File: src/rtl/ssd_value_scheduler.sv
// ssd_value_scheduler
//   Time-shares one two-digit Pmod SSD between par_num_src 8-bit value
//   sources. Each valid source is shown for par_dwell_cycles clocks, and the
//   sources rotate round-robin. All outputs are registered and feed the
//   i_value0/i_value1 nibble inputs of one_pmod_ssd_display.
//
//   Build option: define SSD_SCHED_PRI_OVERRIDE_EN to build the priority
//   override (PRI state, i_pri_req/i_pri_value, o_pri_active). Without it the
//   override inputs are ignored, o_pri_active stays 0 and rotation is never
//   preempted.
module ssd_value_scheduler #(
    parameter int par_num_src      = 4,         // 2..8
    parameter int par_dwell_cycles = 20000000   // clocks per slot, >= 2
) (
    input  logic                     i_clk_20mhz,
    input  logic                     i_rst_20mhz,
    input  logic [par_num_src-1:0]   i_req_valid,
    input  logic [8*par_num_src-1:0] i_req_value,
    input  logic                     i_hold,
    input  logic                     i_pri_req,
    input  logic [7:0]               i_pri_value,
    output logic [3:0]               o_value0,
    output logic [3:0]               o_value1,
    output logic [2:0]               o_src_idx,
    output logic [par_num_src-1:0]   o_grant,
    output logic                     o_pri_active,
    output logic                     o_dwell_done
);

    localparam int                 CNT_W   = $clog2(par_dwell_cycles);
    localparam logic [CNT_W-1:0]   CNT_MAX = CNT_W'(par_dwell_cycles - 1);

    typedef enum logic [1:0] {
        ST_IDLE,
        ST_SHOW,
        ST_PRI
    } state_t;

    // Result of a round-robin search over the valid vector.
    typedef struct packed {
        logic       found;
        logic [2:0] idx;
    } pick_t;

    state_t           state_q, state_d;
    logic [2:0]       idx_q, idx_d;          // granted / saved source index
    logic [CNT_W-1:0] cnt_q, cnt_d;          // dwell counter
    logic [7:0]       value_q, value_d;
    logic [par_num_src-1:0] grant_q, grant_d;
    logic             pri_active_q, pri_active_d;
    logic             done_q, done_d;

    // Requests widened to the full 8-source range so a 3-bit index always
    // addresses a real bit; unused sources read as invalid.
    logic [7:0]       valid_ext;
    logic [7:0]       value_tab [8];
    logic [7:0]       grant_oh;
    pick_t            rot_pick;              // search from idx+1, idx last
    pick_t            first_pick;            // search from idx inclusive

    // Searches par_num_src candidates starting at start (+1 when skip_start),
    // wrapping modulo par_num_src; the earliest valid candidate wins.
    function automatic pick_t find_valid(input logic [7:0] valid,
                                         input logic [2:0] start,
                                         input logic       skip_start);
        pick_t pick;
        int    cand;
        pick = '0;
        for (int k = par_num_src - 1; k >= 0; k--) begin
            cand = int'(start) + int'(skip_start) + k;
            if (cand >= par_num_src) begin
                cand = cand - par_num_src;
            end
            if (valid[cand[2:0]]) begin
                pick.found = 1'b1;
                pick.idx   = cand[2:0];
            end
        end
        return pick;
    endfunction

    // Widen the request bus into fixed 8-entry tables.
    always_comb begin
        valid_ext                    = '0;
        valid_ext[par_num_src-1:0]   = i_req_valid;
        for (int k = 0; k < 8; k++) begin
            value_tab[k] = 8'h00;
        end
        for (int k = 0; k < par_num_src; k++) begin
            value_tab[k] = i_req_value[8*k +: 8];
        end
    end

    assign rot_pick   = find_valid(valid_ext, idx_q, 1'b1);
    assign first_pick = find_valid(valid_ext, idx_q, 1'b0);

`ifndef SSD_SCHED_PRI_OVERRIDE_EN
    // Override inputs exist on the port list but have no function here.
    logic unused_pri;
    assign unused_pri = ^{i_pri_req, i_pri_value};
`endif

    // Next-state, counter and registered-output logic.
    always_comb begin
        // NOTE: every signal written here gets a default first, so no path
        // leaves one unassigned and no latch is inferred.
        state_d      = state_q;
        idx_d        = idx_q;
        cnt_d        = cnt_q;
        value_d      = 8'h00;
        grant_d      = '0;
        grant_oh     = 8'h00;
        pri_active_d = 1'b0;
        done_d       = 1'b0;

        case (state_q)
            ST_IDLE: begin
                cnt_d = '0;
`ifdef SSD_SCHED_PRI_OVERRIDE_EN
                if (i_pri_req) begin
                    state_d = ST_PRI;
                end else
`endif
                if (first_pick.found) begin
                    state_d = ST_SHOW;
                    idx_d   = first_pick.idx;
                end
            end

            ST_SHOW: begin
`ifdef SSD_SCHED_PRI_OVERRIDE_EN
                // Preemption wins over both valid-drop and expiry; the index
                // is kept in idx_q for the resume.
                if (i_pri_req) begin
                    state_d = ST_PRI;
                end else
`endif
                if (!valid_ext[idx_q]) begin
                    cnt_d = '0;
                    if (rot_pick.found) begin
                        idx_d = rot_pick.idx;
                    end else begin
                        state_d = ST_IDLE;
                    end
                end else if (!i_hold) begin
                    if (cnt_q == CNT_MAX) begin
                        cnt_d  = '0;
                        done_d = 1'b1;
                        idx_d  = rot_pick.idx;   // current source is last candidate
                    end else begin
                        cnt_d = cnt_q + CNT_W'(1);
                    end
                end
            end

`ifdef SSD_SCHED_PRI_OVERRIDE_EN
            ST_PRI: begin
                if (!i_pri_req) begin
                    cnt_d   = '0;
                    state_d = ST_SHOW;
                    if (!valid_ext[idx_q]) begin
                        if (rot_pick.found) begin
                            idx_d = rot_pick.idx;
                        end else begin
                            state_d = ST_IDLE;
                        end
                    end
                end
            end
`endif

            default: begin
                state_d = ST_IDLE;
                cnt_d   = '0;
            end
        endcase

        // Outputs are computed from the next state so they register with it.
        if (state_d == ST_SHOW) begin
            grant_oh = 8'h01 << idx_d;
            grant_d  = grant_oh[par_num_src-1:0];
            value_d  = value_tab[idx_d];
        end else if (state_d == ST_PRI) begin
            value_d      = i_pri_value;
            pri_active_d = 1'b1;
        end
    end

    // State, counter and output registers with synchronous reset.
    always_ff @(posedge i_clk_20mhz) begin
        // NOTE: sequential state uses non-blocking assignments so every
        // register samples its pre-edge value regardless of statement order.
        if (i_rst_20mhz) begin
            state_q      <= ST_IDLE;
            idx_q        <= '0;
            cnt_q        <= '0;
            value_q      <= 8'h00;
            grant_q      <= '0;
            pri_active_q <= 1'b0;
            done_q       <= 1'b0;
        end else begin
            state_q      <= state_d;
            idx_q        <= idx_d;
            cnt_q        <= cnt_d;
            value_q      <= value_d;
            grant_q      <= grant_d;
            pri_active_q <= pri_active_d;
            done_q       <= done_d;
        end
    end

    assign o_value0     = value_q[3:0];
    assign o_value1     = value_q[7:4];
    assign o_src_idx    = idx_q;
    assign o_grant      = grant_q;
    assign o_pri_active = pri_active_q;
    assign o_dwell_done = done_q;

endmodule

File: config.mk
export PLATFORM = sky130hd
export DESIGN_NAME = ssd_value_scheduler
export DESIGN_NICKNAME = d
export VERILOG_FILES = /design/src/rtl/ssd_value_scheduler.sv
export SDC_FILE = /design/constraint.sdc
export NUM_CORES = 1
export LEC_CHECK = 0
export ABC_CLOCK_PERIOD_IN_PS = 3680
export CORE_MARGIN = 2
export CORE_UTILIZATION = 47
export DETAILED_ROUTE_END_ITERATION = 7
export PLACE_DENSITY = 0.79
export RECOVER_POWER = 100
export SETUP_SLACK_MARGIN = 0.2
export SLEW_MARGIN = 20
export SYNTH_ARGS = -nofsm -noshare
export SYNTH_HDL_FRONTEND = slang
export SYNTH_SLANG_ARGS = --single-unit
File: constraint.sdc
create_clock -name i_clk_20mhz -period 3.68 [get_ports i_clk_20mhz]
set_input_delay 0.736 -clock i_clk_20mhz [delete_from_list [all_inputs] [get_ports i_clk_20mhz]]
set_output_delay 0.736 -clock i_clk_20mhz [all_outputs]
set_load 0.05 [all_outputs]
==> flow_metrics.env <==
export IMPL_clk_pin_slew_ns=0.08
export IMPL_holdWs_ns=0.506
export IMPL_layout_nets=471
export IMPL_cpMaxStageDelayCell="dfxtp_4"
export IMPL_worstSetupStartpoint="o_src_idx[1]"
export IMPL_syn_area_mm2=0.00310
export IMPL_clkPwrFrac_pct=20.1
export IMPL_critPathRequiredTime_ns=3.85
export IMPL_synthFlopType="dfxtp_1"
export IMPL_wl_per_cell_um=16.0
export IMPL_avgSynthCellArea_um2=8.65
export IMPL_syn_inst=358
export IMPL_grt_pass1_vias=2775
export IMPL_vias_per_cell=6.06
export IMPL_ys_types=67
export IMPL_antenna_cells=0
export IMPL_vias=2988
export IMPL_criticalPathCategory="reg2reg"
export IMPL_dieWidth_um=85.2
export IMPL_detail_route_drc_violations=0
export IMPL_worstMarginPinSlew_ns=1.10
export IMPL_critPathCaptureType="register"
export IMPL_slowest_delay_ns=0.50
export IMPL_skew_ns=0.00826
export IMPL_worstHoldPathType="reg2reg"
export IMPL_period_share_pct=91.7
export IMPL_synth_seq_cells=44
export IMPL_rows=29
export IMPL_final_setup_tns_ns=0
export IMPL_synthTopCellsByCount="44 x dfxtp_1, 33 x nor2_1, 23 x nand2_1"
export IMPL_async_reset_ff_share_pct=0
export IMPL_period_minus_slack_ns=3.37
export IMPL_cts_root_buffer="clkbuf_8"
export IMPL_portBuffers=55
export IMPL_core_mm2=0.00635
export IMPL_crit_chain="inv_1 > ha_4 > ha_1 > and4_1 > nor4_2 > a2111oi_2 > a2111o_1 > a21bo_2 > a211oi_2 > o221ai_2"
export IMPL_max_cap_violations=0
export IMPL_htreeDepth=2
export IMPL_cp_arrival_ns=3.55
export IMPL_power_frac_seq_pct=36.9
export IMPL_area_growth_pct=25.9
export IMPL_clock_path_buffers=2
export IMPL_grt_antenna_before_repair=0
export IMPL_drt_wl_total_mm=7.89
export IMPL_tritoncts_num_buffers=5
export IMPL_dr_first_iter_drc_count=151
export IMPL_initial_core_util_pct=48.8
export IMPL_cellInternalPower_uw=867
export IMPL_dieArea_mm2=0.00725
export IMPL_combinationalPowerShare_pct=43.0
export IMPL_ys_seq_area_share_pct=28.4
export IMPL_cts_sinks=44
export IMPL_cts_tree="built"
export IMPL_track_usage_pct=21.8
export IMPL_endpoint="value_q[5]"
export IMPL_grt_max_degree=26
export IMPL_first_pass_iters=4
export IMPL_worstPathMaxFanout=23
export IMPL_dp_hpwl_mm=5.68
export IMPL_setup_viol=0
export IMPL_fmax_mhz=296
export IMPL_r2r_cells=10
export IMPL_ant_nets=0
export IMPL_final_hold_violation_count=0
export IMPL_vdd_ir_drop_max_uv=340
export IMPL_rsz0062_at_grt="false"
export IMPL_status="finished clean"
export IMPL_io_pins=65
export IMPL_synth_edf_count=0
export IMPL_slew_headroom_pct=26.9
export IMPL_p_sw_share_pct=38.4
export IMPL_r2r_start="o_src_idx[1]"
export IMPL_p_sw_uw=541
export IMPL_grt_pass1_wl_mm=13.0
export IMPL_fp_dieH_um=85.2
export IMPL_synth_area_leaders="dfxtp_1 28%, a211oi_1 4.4%, nor2_1 4.0%"
export IMPL_start_kind="register"
export IMPL_slew_viol_final=0
export IMPL_leakage_uw=0.00131
export IMPL_layout_drive_gt1_share_pct=13.9
export IMPL_synth_warnings=0
export IMPL_worstReg2RegEnd="value_q[5]"
export IMPL_regToRegSetupSlack_ns=0.31
export IMPL_gp_congestion=0.963
export IMPL_yosys_area_top_type="dfxtp_1"
export IMPL_synthDominantCellAreaShare_pct=28.4
export IMPL_overflow=0
export IMPL_powerDensity_mw_per_mm2=361
export IMPL_synth_most_common_cell="dfxtp_1"
export IMPL_worstSkewPairLatency_ns=0.30
-- area by class of cell --
| class | count | area [µm²] |
|---|---|---|
| clock buffer | 6 | 72.6 |
| clock inverter | 1 | 5.00 |
| fill | 550 | 2450 |
| inverter | 9 | 33.8 |
| multi-input combinational | 285 | 2140 |
| sequential | 44 | 888 |
| tap | 77 | 96.3 |
| timing repair buffer | 71 | 667 |
-- state kept, by name (all words and copies together) (netlist names) --
| signal | count |
|---|---|
| cnt_q | 25 |
| value_q | 8 |
| o_pri_active | 1 |
| o_grant | 4 |
| o_src_idx | 3 |
| o_dwell_done | 1 |
| state_q | 2 |
-- layer usage --
metal / vias to the layer above / global-route usage, % / share of wire (%)
met4: 0 / 7.50 / 2.3
met5: - / 0 / 0
met3: 19 / 4.38 / 6.6
li1: 1489 / - / -
met2: 93 / 36.0 / 46
met1: 1387 / 28.3 / 45
-- power by group through the flow --
stage / Sequential [µW] / Combinational, µW / Clock, µW
after floorplan: 591 / 367 / 0
after global placement: 530 / 589 / 0
after detailed placement: 531 / 596 / 0
after CTS: 519 / 599 / 295
after global routing: 521 / 650 / 311
final: 519 / 605 / 283
-- placed cells by master (no fill, tap or decap), types with 12 or more instances in the layout --
cell type         n
nor2_1           32
nand2_1          23
clkdlybuf4s50_1  37
dlygate4sd3_1    18
nand3_1          14
buf_4            15
dfxtp_1          42
and3_1           12
nand4_1          14
-- critical path: cells and delay by family, from the launching register on --
family	cells	cell delay (ns)
fa+ha+maj	2	0.59
compound gates	5	1.35
buf+inv	1	0.17
flops	1	0.50
simple gates	2	0.63
-- logic make-up (layout without fill, tap and decap cells) --
kind of cell	after synthesis	in the layout	share of synthesized area [%]
AOI/OAI and AO/OA	98	98	26.2
xor gates and xnor gates	22	22	6.71
adders and majority gates	7	7	2.83
buffers and inverters	30	87	4.85
DFF	44	44	28.4
muxes	11	11	5.25
other	1	2	0.121
and+or+nand+nor	145	145	25.6
-- metrics by stage --
| step | worst slack (ns) | instance area (µm²) | util [%] | instances | power, µW |
|---|---|---|---|---|---|
| 2_1_floorplan | 0.219 | 3180 | - | 359 | 958 |
| 6_report | 0.306 | 3900 | 61.4 | 493 | 1410 |
| 3_3_place_gp | 0.0922 | 3820 | 60.2 | 486 | 1120 |
| 4_1_cts | 0.262 | 3900 | 61.4 | 493 | 1410 |
| 5_1_grt | 0.109 | 3900 | 61.4 | 493 | 1480 |
| 3_5_place_dp | 0.0800 | 3820 | 60.2 | 486 | 1130 |
-- how the worst min path moves through the flow --
stage	startpoint	to	slack (ns)	cells after the start
CTS	cnt_q[17]	cnt_q[17]	0.51	2
global placement	cnt_q[23]	cnt_q[23]	0.48	2
global route	cnt_q[22]	cnt_q[22]	0.54	2
floorplan	cnt_q[19]	cnt_q[19]	0.46	2
detailed placement	cnt_q[17]	cnt_q[17]	0.50	2
finish	cnt_q[17]	cnt_q[17]	0.51	2
-- repair_timing --
| action | 4_1_cts | 5_1_grt |
|---|---|---|
| hold buffers | 0 | 0 |
| endpoints found under the setup margin | 0 | 13 |
| resized for setup | 0 | 6 |
| setup buffers | 0 | 0 |
Power figures use the tool's default switching activity.
